--- src/rtl/fetch_if.sv ---
// fetch_if: handshake and PC bus between the control unit and the fetch sequencer.
interface fetch_if;
  logic        stall;
  logic        advance;
  logic [1:0]  npc_sel;
  logic [15:0] br_off;
  logic [25:0] j_target;
  logic [31:0] jr_addr;
  logic        exc_req;
  logic [31:0] pc;
  logic [31:0] pc4;
  logic        imemsrc;
  logic [31:0] imem_addr;
  logic        inst_valid;
  logic        addr_err;
  modport master (
    output stall, advance, npc_sel, br_off, j_target, jr_addr, exc_req,
    input  pc, pc4, imemsrc, imem_addr, inst_valid, addr_err
  );
  modport slave (
    input  stall, advance, npc_sel, br_off, j_target, jr_addr, exc_req,
    output pc, pc4, imemsrc, imem_addr, inst_valid, addr_err
  );
endinterface

--- src/rtl/fetch_ctrl.sv ---
// fetch_ctrl: two-state instruction-fetch sequencer owning the PC and next-PC selection.
// Define FETCH_ALIGN_TRAP_EN to trap misaligned redirects to EXC_VEC with an addr_err pulse.
module fetch_ctrl #(
  parameter logic [31:0] RESET_PC = 32'h0040_0000,
  parameter logic [31:0] EXC_VEC  = 32'h0040_0004
) (
  input logic    clk,
  input logic    rst,
  fetch_if.slave bus
);
  typedef enum logic {FETCH, HOLD} state_t;
  state_t      state_q, state_d;
  logic [31:0] pc_q, pc_d, seq, sel, tgt;
  logic        err, err_q, err_d, accept;
  always_comb begin
    seq = pc_q + 32'd4;
    sel = bus.npc_sel == 2'd0 ? seq :
          bus.npc_sel == 2'd1 ? seq + {{14{bus.br_off[15]}}, bus.br_off, 2'b00} :
          bus.npc_sel == 2'd2 ? {seq[31:28], bus.j_target, 2'b00} : bus.jr_addr;
`ifdef FETCH_ALIGN_TRAP_EN
    err = !bus.exc_req && (sel[1:0] != 2'b00);
    tgt = (bus.exc_req || err) ? EXC_VEC : sel;
`else
    err = 1'b0;
    tgt = bus.exc_req ? EXC_VEC : (sel & ~32'd3);
`endif
    accept  = state_q == HOLD && bus.advance && !bus.stall;
    state_d = accept ? FETCH : (state_q == FETCH && !bus.stall) ? HOLD : state_q;
    pc_d    = accept ? tgt : pc_q;
    err_d   = accept && err;
  end
  always_ff @(posedge clk) begin
    if (rst) begin
      state_q <= FETCH;
      pc_q    <= RESET_PC;
      err_q   <= 1'b0;
    end else begin
      state_q <= state_d;
      pc_q    <= pc_d;
      err_q   <= err_d;
    end
  end
  assign bus.pc         = pc_q;
  assign bus.pc4        = seq;
  assign bus.imem_addr  = (pc_q - RESET_PC) >> 2;
  assign bus.imemsrc    = state_q == FETCH && !bus.stall;
  assign bus.inst_valid = state_q == HOLD;
  assign bus.addr_err   = err_q;
endmodule

--- src/flat_wrapper.sv ---
// flat-port wrapper written by rule: the top's interface ports become plain ports
module fetch_ctrl_flat 
#(
  parameter logic [31:0] RESET_PC = 32'h0040_0000,
  parameter logic [31:0] EXC_VEC  = 32'h0040_0004
)
  (clk, rst, bus_stall, bus_advance, bus_npc_sel, bus_br_off, bus_j_target, bus_jr_addr, bus_exc_req, bus_pc, bus_pc4, bus_imemsrc, bus_imem_addr, bus_inst_valid, bus_addr_err);
  fetch_if bus_i ();
  input logic clk;
  input logic rst;
  input wire logic [$bits(bus_i.stall)-1:0] bus_stall;
  input wire logic [$bits(bus_i.advance)-1:0] bus_advance;
  input wire logic [$bits(bus_i.npc_sel)-1:0] bus_npc_sel;
  input wire logic [$bits(bus_i.br_off)-1:0] bus_br_off;
  input wire logic [$bits(bus_i.j_target)-1:0] bus_j_target;
  input wire logic [$bits(bus_i.jr_addr)-1:0] bus_jr_addr;
  input wire logic [$bits(bus_i.exc_req)-1:0] bus_exc_req;
  output wire logic [$bits(bus_i.pc)-1:0] bus_pc;
  output wire logic [$bits(bus_i.pc4)-1:0] bus_pc4;
  output wire logic [$bits(bus_i.imemsrc)-1:0] bus_imemsrc;
  output wire logic [$bits(bus_i.imem_addr)-1:0] bus_imem_addr;
  output wire logic [$bits(bus_i.inst_valid)-1:0] bus_inst_valid;
  output wire logic [$bits(bus_i.addr_err)-1:0] bus_addr_err;
  assign bus_i.stall = bus_stall;
  assign bus_i.advance = bus_advance;
  assign bus_i.npc_sel = bus_npc_sel;
  assign bus_i.br_off = bus_br_off;
  assign bus_i.j_target = bus_j_target;
  assign bus_i.jr_addr = bus_jr_addr;
  assign bus_i.exc_req = bus_exc_req;
  assign bus_pc = bus_i.pc;
  assign bus_pc4 = bus_i.pc4;
  assign bus_imemsrc = bus_i.imemsrc;
  assign bus_imem_addr = bus_i.imem_addr;
  assign bus_inst_valid = bus_i.inst_valid;
  assign bus_addr_err = bus_i.addr_err;
  fetch_ctrl #(.RESET_PC(RESET_PC), .EXC_VEC(EXC_VEC)) u_core (.clk(clk), .rst(rst), .bus(bus_i));
endmodule
--- config.mk ---
export PLATFORM = sky130hd
export DESIGN_NAME = fetch_ctrl_flat
export DESIGN_NICKNAME = d
export VERILOG_FILES = /design/src/rtl/fetch_if.sv /design/src/rtl/fetch_ctrl.sv /design/src/flat_wrapper.sv
export SDC_FILE = /design/constraint.sdc
export NUM_CORES = 1
export LEC_CHECK = 0
export BUFFER_PORTS_ARGS = -buffer_cell sky130_fd_sc_hd__buf_2
export CAP_MARGIN = 20
export CORE_MARGIN = 4
export CORE_UTILIZATION = 45
export DETAILED_ROUTE_END_ITERATION = 12
export GPL_TIMING_DRIVEN = 0
export PLACE_DENSITY = 0.75
export SLEW_MARGIN = 10
export SYNTH_ARGS = -nofsm -noshare
export SYNTH_HDL_FRONTEND = slang
export SYNTH_SLANG_ARGS = --single-unit
--- constraint.sdc ---
create_clock -name clk -period 6.1 [get_ports clk]
set_clock_uncertainty 0.05 [all_clocks]
set_input_delay 0 -clock clk [delete_from_list [all_inputs] [get_ports clk]]
set_output_delay 0 -clock clk [all_outputs]
set_load 0.03 [all_outputs]
* After elaboration in Yosys (flattened, before gate mapping) *
Index checks and enable logic that the tools add are counted.
Widths: inputs -> output; s select.

word-level totals
  flip-flop bits (word level) = 33
  output and inout port bits = 99

operators by class
  add/sub/neg operators = 3
  mux-type cells = 4
  bitwise gates (word level) = 1
  equality and inequality tests = 2
  reductions and logical operators = 6

operator list
  kind                    count
  $mux 32                 4
  $add 32x3->32 const B   1
  $add 32x32->32          1
  $sub 32x23->32 const B  1
  $logic_and 1x1->1       3
  $eq 2x1->1 const B      1
  $eq 2x2->1 const B      1
  $logic_not 2->1         1
  $reduce_or 2->1         1
  $logic_not 1->1         1
  $not 1->1               1

* Depth between registers and ports, before layout *
  depth after elaboration = 5
  gate-level depth with buffers = 19

* Least setup slack after synthesis *
Ideal clock, no wire load.

  path type = register to register
  from = register u_core.pc_q[5], in the netlist u_core.bus.pc[5]
  to = register u_core.pc_q[31], in the netlist u_core.bus.pc[31]
  arrival time = 4161 ps
  path slack = 1825 ps
  stages on the path, launching flop included = 18
  clock period less this slack = 4275 ps
  cells stage by stage = dfxtp_1 -> and4_4 -> nand2_1 -> nor2_1 -> nand3_1 -> nor3_1 -> xor2_1 -> ha_1 -> clkbuf_1 -> a21o_1 -> a21o_1 -> a21o_1 -> a221oi_1 -> o21ai_0 -> o21ba_2 -> or4_1 -> nand3_1 -> nor2_1

on the way
  longest elaborated chain between the ends = 5
  elaborated cells between the ends (all ways) = 6

ends and longest elaborated chain
  element                 RTL line            RTL
  start, declared         fetch_ctrl.sv:13    logic [31:0] pc_q, pc_d, seq, sel, tgt;
  start signal, assigned  fetch_ctrl.sv:39    pc_q <= pc_d;
  $add 32x3->32           fetch_ctrl.sv:16    seq = pc_q + 32'd4;
  via bus_pc4[20]         flat_wrapper.sv:19  output wire logic [$bits(bus_i.pc4)-1:0] bus_pc4;
  $add 32x32->32          fetch_ctrl.sv:18    bus.npc_sel == 2'd1 ? seq + {{14{bus.br_off[15]}}, bus.br_off, 2'b00} :
  $mux 32                 fetch_ctrl.sv:18
  $mux 32                 fetch_ctrl.sv:17    sel = bus.npc_sel == 2'd0 ? seq :
  $mux 32                 fetch_ctrl.sv:25    tgt = bus.exc_req ? EXC_VEC : (sel & ~32'd3);

The timed path passes the listed nets, and every way through them passes these cells.
A chain may end at the register's enable or synchronous reset.

* Final worst setup path *
  from = register u_core.pc_q[2], in the netlist u_core.bus.pc[2]
  to = register u_core.pc_q[31], in the netlist u_core.bus.pc[31]

on the way
  longest elaborated chain between the ends = 5
  elaborated cells between the ends (all ways) = 6

ends and longest elaborated chain
  element                                           RTL line
  $add 32x3->32 (*)                                 fetch_ctrl.sv:16
  $add 32x32->32 / $mux 32 (equally long branches)  fetch_ctrl.sv:18, fetch_ctrl.sv:19
  $mux 32                                           fetch_ctrl.sv:18
  $mux 32 (*)                                       fetch_ctrl.sv:17
  $mux 32 (*)                                       fetch_ctrl.sv:25

Mark *: on every way between the ends. The rest lies on a longest branch, timed or not.

==> out/metrics.cfg <==
[status]
outcome=finished, final reports clean

[global_routing]
grt_pass1_vias=4950
grt_max_degree=19
overflow=0
antenna_found_initial=0
grt_pass1_wl_um=24900
track_usage_pct=27.0

[logic_synthesis]
synthFlopType=dfxtp_1
synthArstFlopShare_pct=0
synth_warnings=0
syn_area_um2=4460
syn_inst=567
ys_ff_latch=31
synth_edf_count=0
ys_types=70
syn_avg_cell_area_um2=7.86
ys_seq_area_share_pct=13.9

[power]
power_density_nw_per_um2=112
leakage_nw=2.94
peakVddDrop_v=0.0000914

[timing]
tightest_slew_ns=1.01
tns_ns=0
setup_violations=0
min_period_ns=4.49
period_share_pct=73.6
finalHoldViolCount=0
maxSlewHeadroom_pct=33.0
finalMaxSlewViolations=0
fmax_ghz=0.223
rsz0062_at_grt=no

[cts]
clock-root-buffer=clkbuf_8
htreeDepth=2
numCtsBuffers=5
clk_pin_slew_ns=0.07
clock-sinks=31
clk-insertion-delay-late_ns=0.30
tritoncts=built
ctsLongestPathBuffers=2

[critical_path]
endpoint_kind=flip-flop
crit_path_start_kind=flip-flop
max_stage_delay_ns=0.43
slowest_stage=dfxtp_1
cp_cell_sequence=ha_1, nand2_1, nor2_1, nand3_1, nor3_1, xor2_1, ha_1, clkbuf_1, a21o_1, a21o_1, a21o_1, a221oi_1, o21ai_0, o21ba_2, or4_1, nand3_1, nor2_1
cp.arrival_ns=4.67
path_max_fanout=8
cp.required_ns=6.28
worstSetupPathType=reg2reg
crit_path_frequent_cell=a21o_1

[routing]
first_iter_violations=482
routedWlPerCell_um=18.4
dr_wl_met3_um=1380
drt-total-wl_um=16300
dr.pass1.iters=5
viasPerCell=5.81
wl_met1_um=6860
wl_met2_um=7650
maxUsedRoutingLayer=met4
drc=0
antenna_left=0
vias=5129

[placement]
dp_hpwl_um=12800
portBuffers=168
gp_congestion=0.971

[final_layout]
multiInputGateArea_um2=3470
fin_nets=870
n_antenna_cell=0
final_common_cell=buf_2
drive_above_1_share_pct=31.3
layout_common_cells=buf_2, nand2_1, a21oi_1, ha_1, o21ai_0
seqCellArea_um2=621
fin_util_pct=57.5
nFillCells=958
area_growth_pct=25.5

[flow_run]
cap_violations=0

[floorplanning]
die_w_um=108
boundaryPins=180
die_area_um2=11600
fp-row-count=36
fp.coreArea_um2=9730
start_util_pct=45.8
die_h_um=108

[min_path]
hold_path_class=in2reg

repair_timing:
| item | 4_1_cts | 5_1_grt |
|---|---|---|
| setup buffers | 0 | 0 |
| resized for setup | 0 | 0 |
| hold buffers | 2 | 0 |
| hold endpoints to repair | 2 | 0 |
critical path: cells and delay by family, from the launching register on:
family / cells / cell delay [ns]
buf+inv: 1 / 0.18
simple gates: 7 / 1.39
fa+ha+maj: 2 / 0.67
compound gates: 6 / 1.44
flops: 1 / 0.43
xor+xnor: 1 / 0.27
synthesized netlist by cell type, types with 3 or more instances:
| cell | n | area [um^2] |
|---|---|---|
| o21ai_0 | 35 | 175 |
| ha_1 | 38 | 475 |
| nand2b_1 | 5 | 31.3 |
| nor3_1 | 15 | 75.1 |
| buf_2 | 3 | 15.0 |
| mux2_2 | 3 | 33.8 |
| and3_1 | 6 | 37.5 |
| inv_1 | 15 | 56.3 |
| nor2b_1 | 12 | 75.1 |
| and4_1 | 3 | 26.3 |
| buf_4 | 28 | 210 |
| a21o_1 | 15 | 113 |
| a21oi_1 | 39 | 195 |
| and2_1 | 6 | 37.5 |
| or4_1 | 5 | 37.5 |
| xnor2_1 | 31 | 272 |
| mux4_2 | 13 | 293 |
| dfxtp_1 | 31 | 621 |
| a22o_1 | 12 | 105 |
| xor2_1 | 24 | 210 |
| o21bai_1 | 7 | 52.6 |
| mux2i_1 | 16 | 160 |
| nor2_1 | 33 | 124 |
| nand4_1 | 12 | 75.1 |
| o21a_1 | 4 | 30.0 |
| nand2_1 | 45 | 169 |
| nand3_1 | 27 | 135 |
| clkbuf_1 | 21 | 78.8 |
| buf_1 | 5 | 18.8 |
| a31oi_1 | 7 | 43.8 |
area by class of cell:
class	count	share of cell area, %
clock inverter	1	0.0895
buffer	58	5.97
inverter	15	1.01
sequential	31	11.1
tap	133	2.98
clock buffer	6	1.48
timing repair buffer	170	15.4
multi-input combinational	469	62.0
per-layer routing:
metal / track usage (%) / vias to the layer above
li1: - / 2419
met4: 9.29 / 0
met2: 45.8 / 278
met1: 35.0 / 2399
met3: 3.78 / 33
met5: 0 / -
per-stage QoR:
| step | total power [mW] | instances | area, um^2 | worst slack, ns | hold slack, ns |
|---|---|---|---|---|---|
| 3_5_place_dp | 0.447 | 874 | 5490 | 1.74 | 0.165 |
| 3_3_place_gp | 0.443 | 874 | 5490 | 1.78 | 0.155 |
| 4_1_cts | 0.623 | 883 | 5590 | 1.71 | 0.0464 |
| 5_1_grt | 0.654 | 883 | 5590 | 1.32 | 0.0780 |
| 6_report | 0.628 | 883 | 5590 | 1.61 | 0.0389 |
| 2_1_floorplan | 0.371 | 573 | 4480 | 1.82 | 0.0228 |
flip-flops by register name (all words and copies together) (netlist names):
| signal | count |
|---|---|
| u_core.bus.inst_valid | 1 |
| u_core.bus.pc | 30 |
cells by family after synthesis:
kind of cell / synth area share, %
AOI/OAI and AO/OA: 22.3
DFF: 13.9
and+or+nand+nor: 21.7
adders and majority gates: 11.1
xor gates and xnor gates: 11.2
muxes: 10.9
other: 0.0842
buffers and inverters: 8.76
where the power goes:
group / switching [mW] / internal (mW)
Sequential: 0.00615 / 0.206
Clock: 0.0905 / 0.0887
Combinational: 0.141 / 0.0952
final timing paths:
kind	startpoint	endpoint	slack (ns)	cells past startpoint
worst max-delay path	u_core.bus.pc[2]	u_core.bus.pc[31]	1.61	17
worst min-delay path	bus_exc_req	u_core.bus.pc[2]	0.04	3
worst max register to register	u_core.bus.pc[2]	u_core.bus.pc[31]	1.61	17
worst min register to register	u_core.bus.inst_valid	u_core.bus.inst_valid	0.47	2
Power figures use the tool's default switching activity.
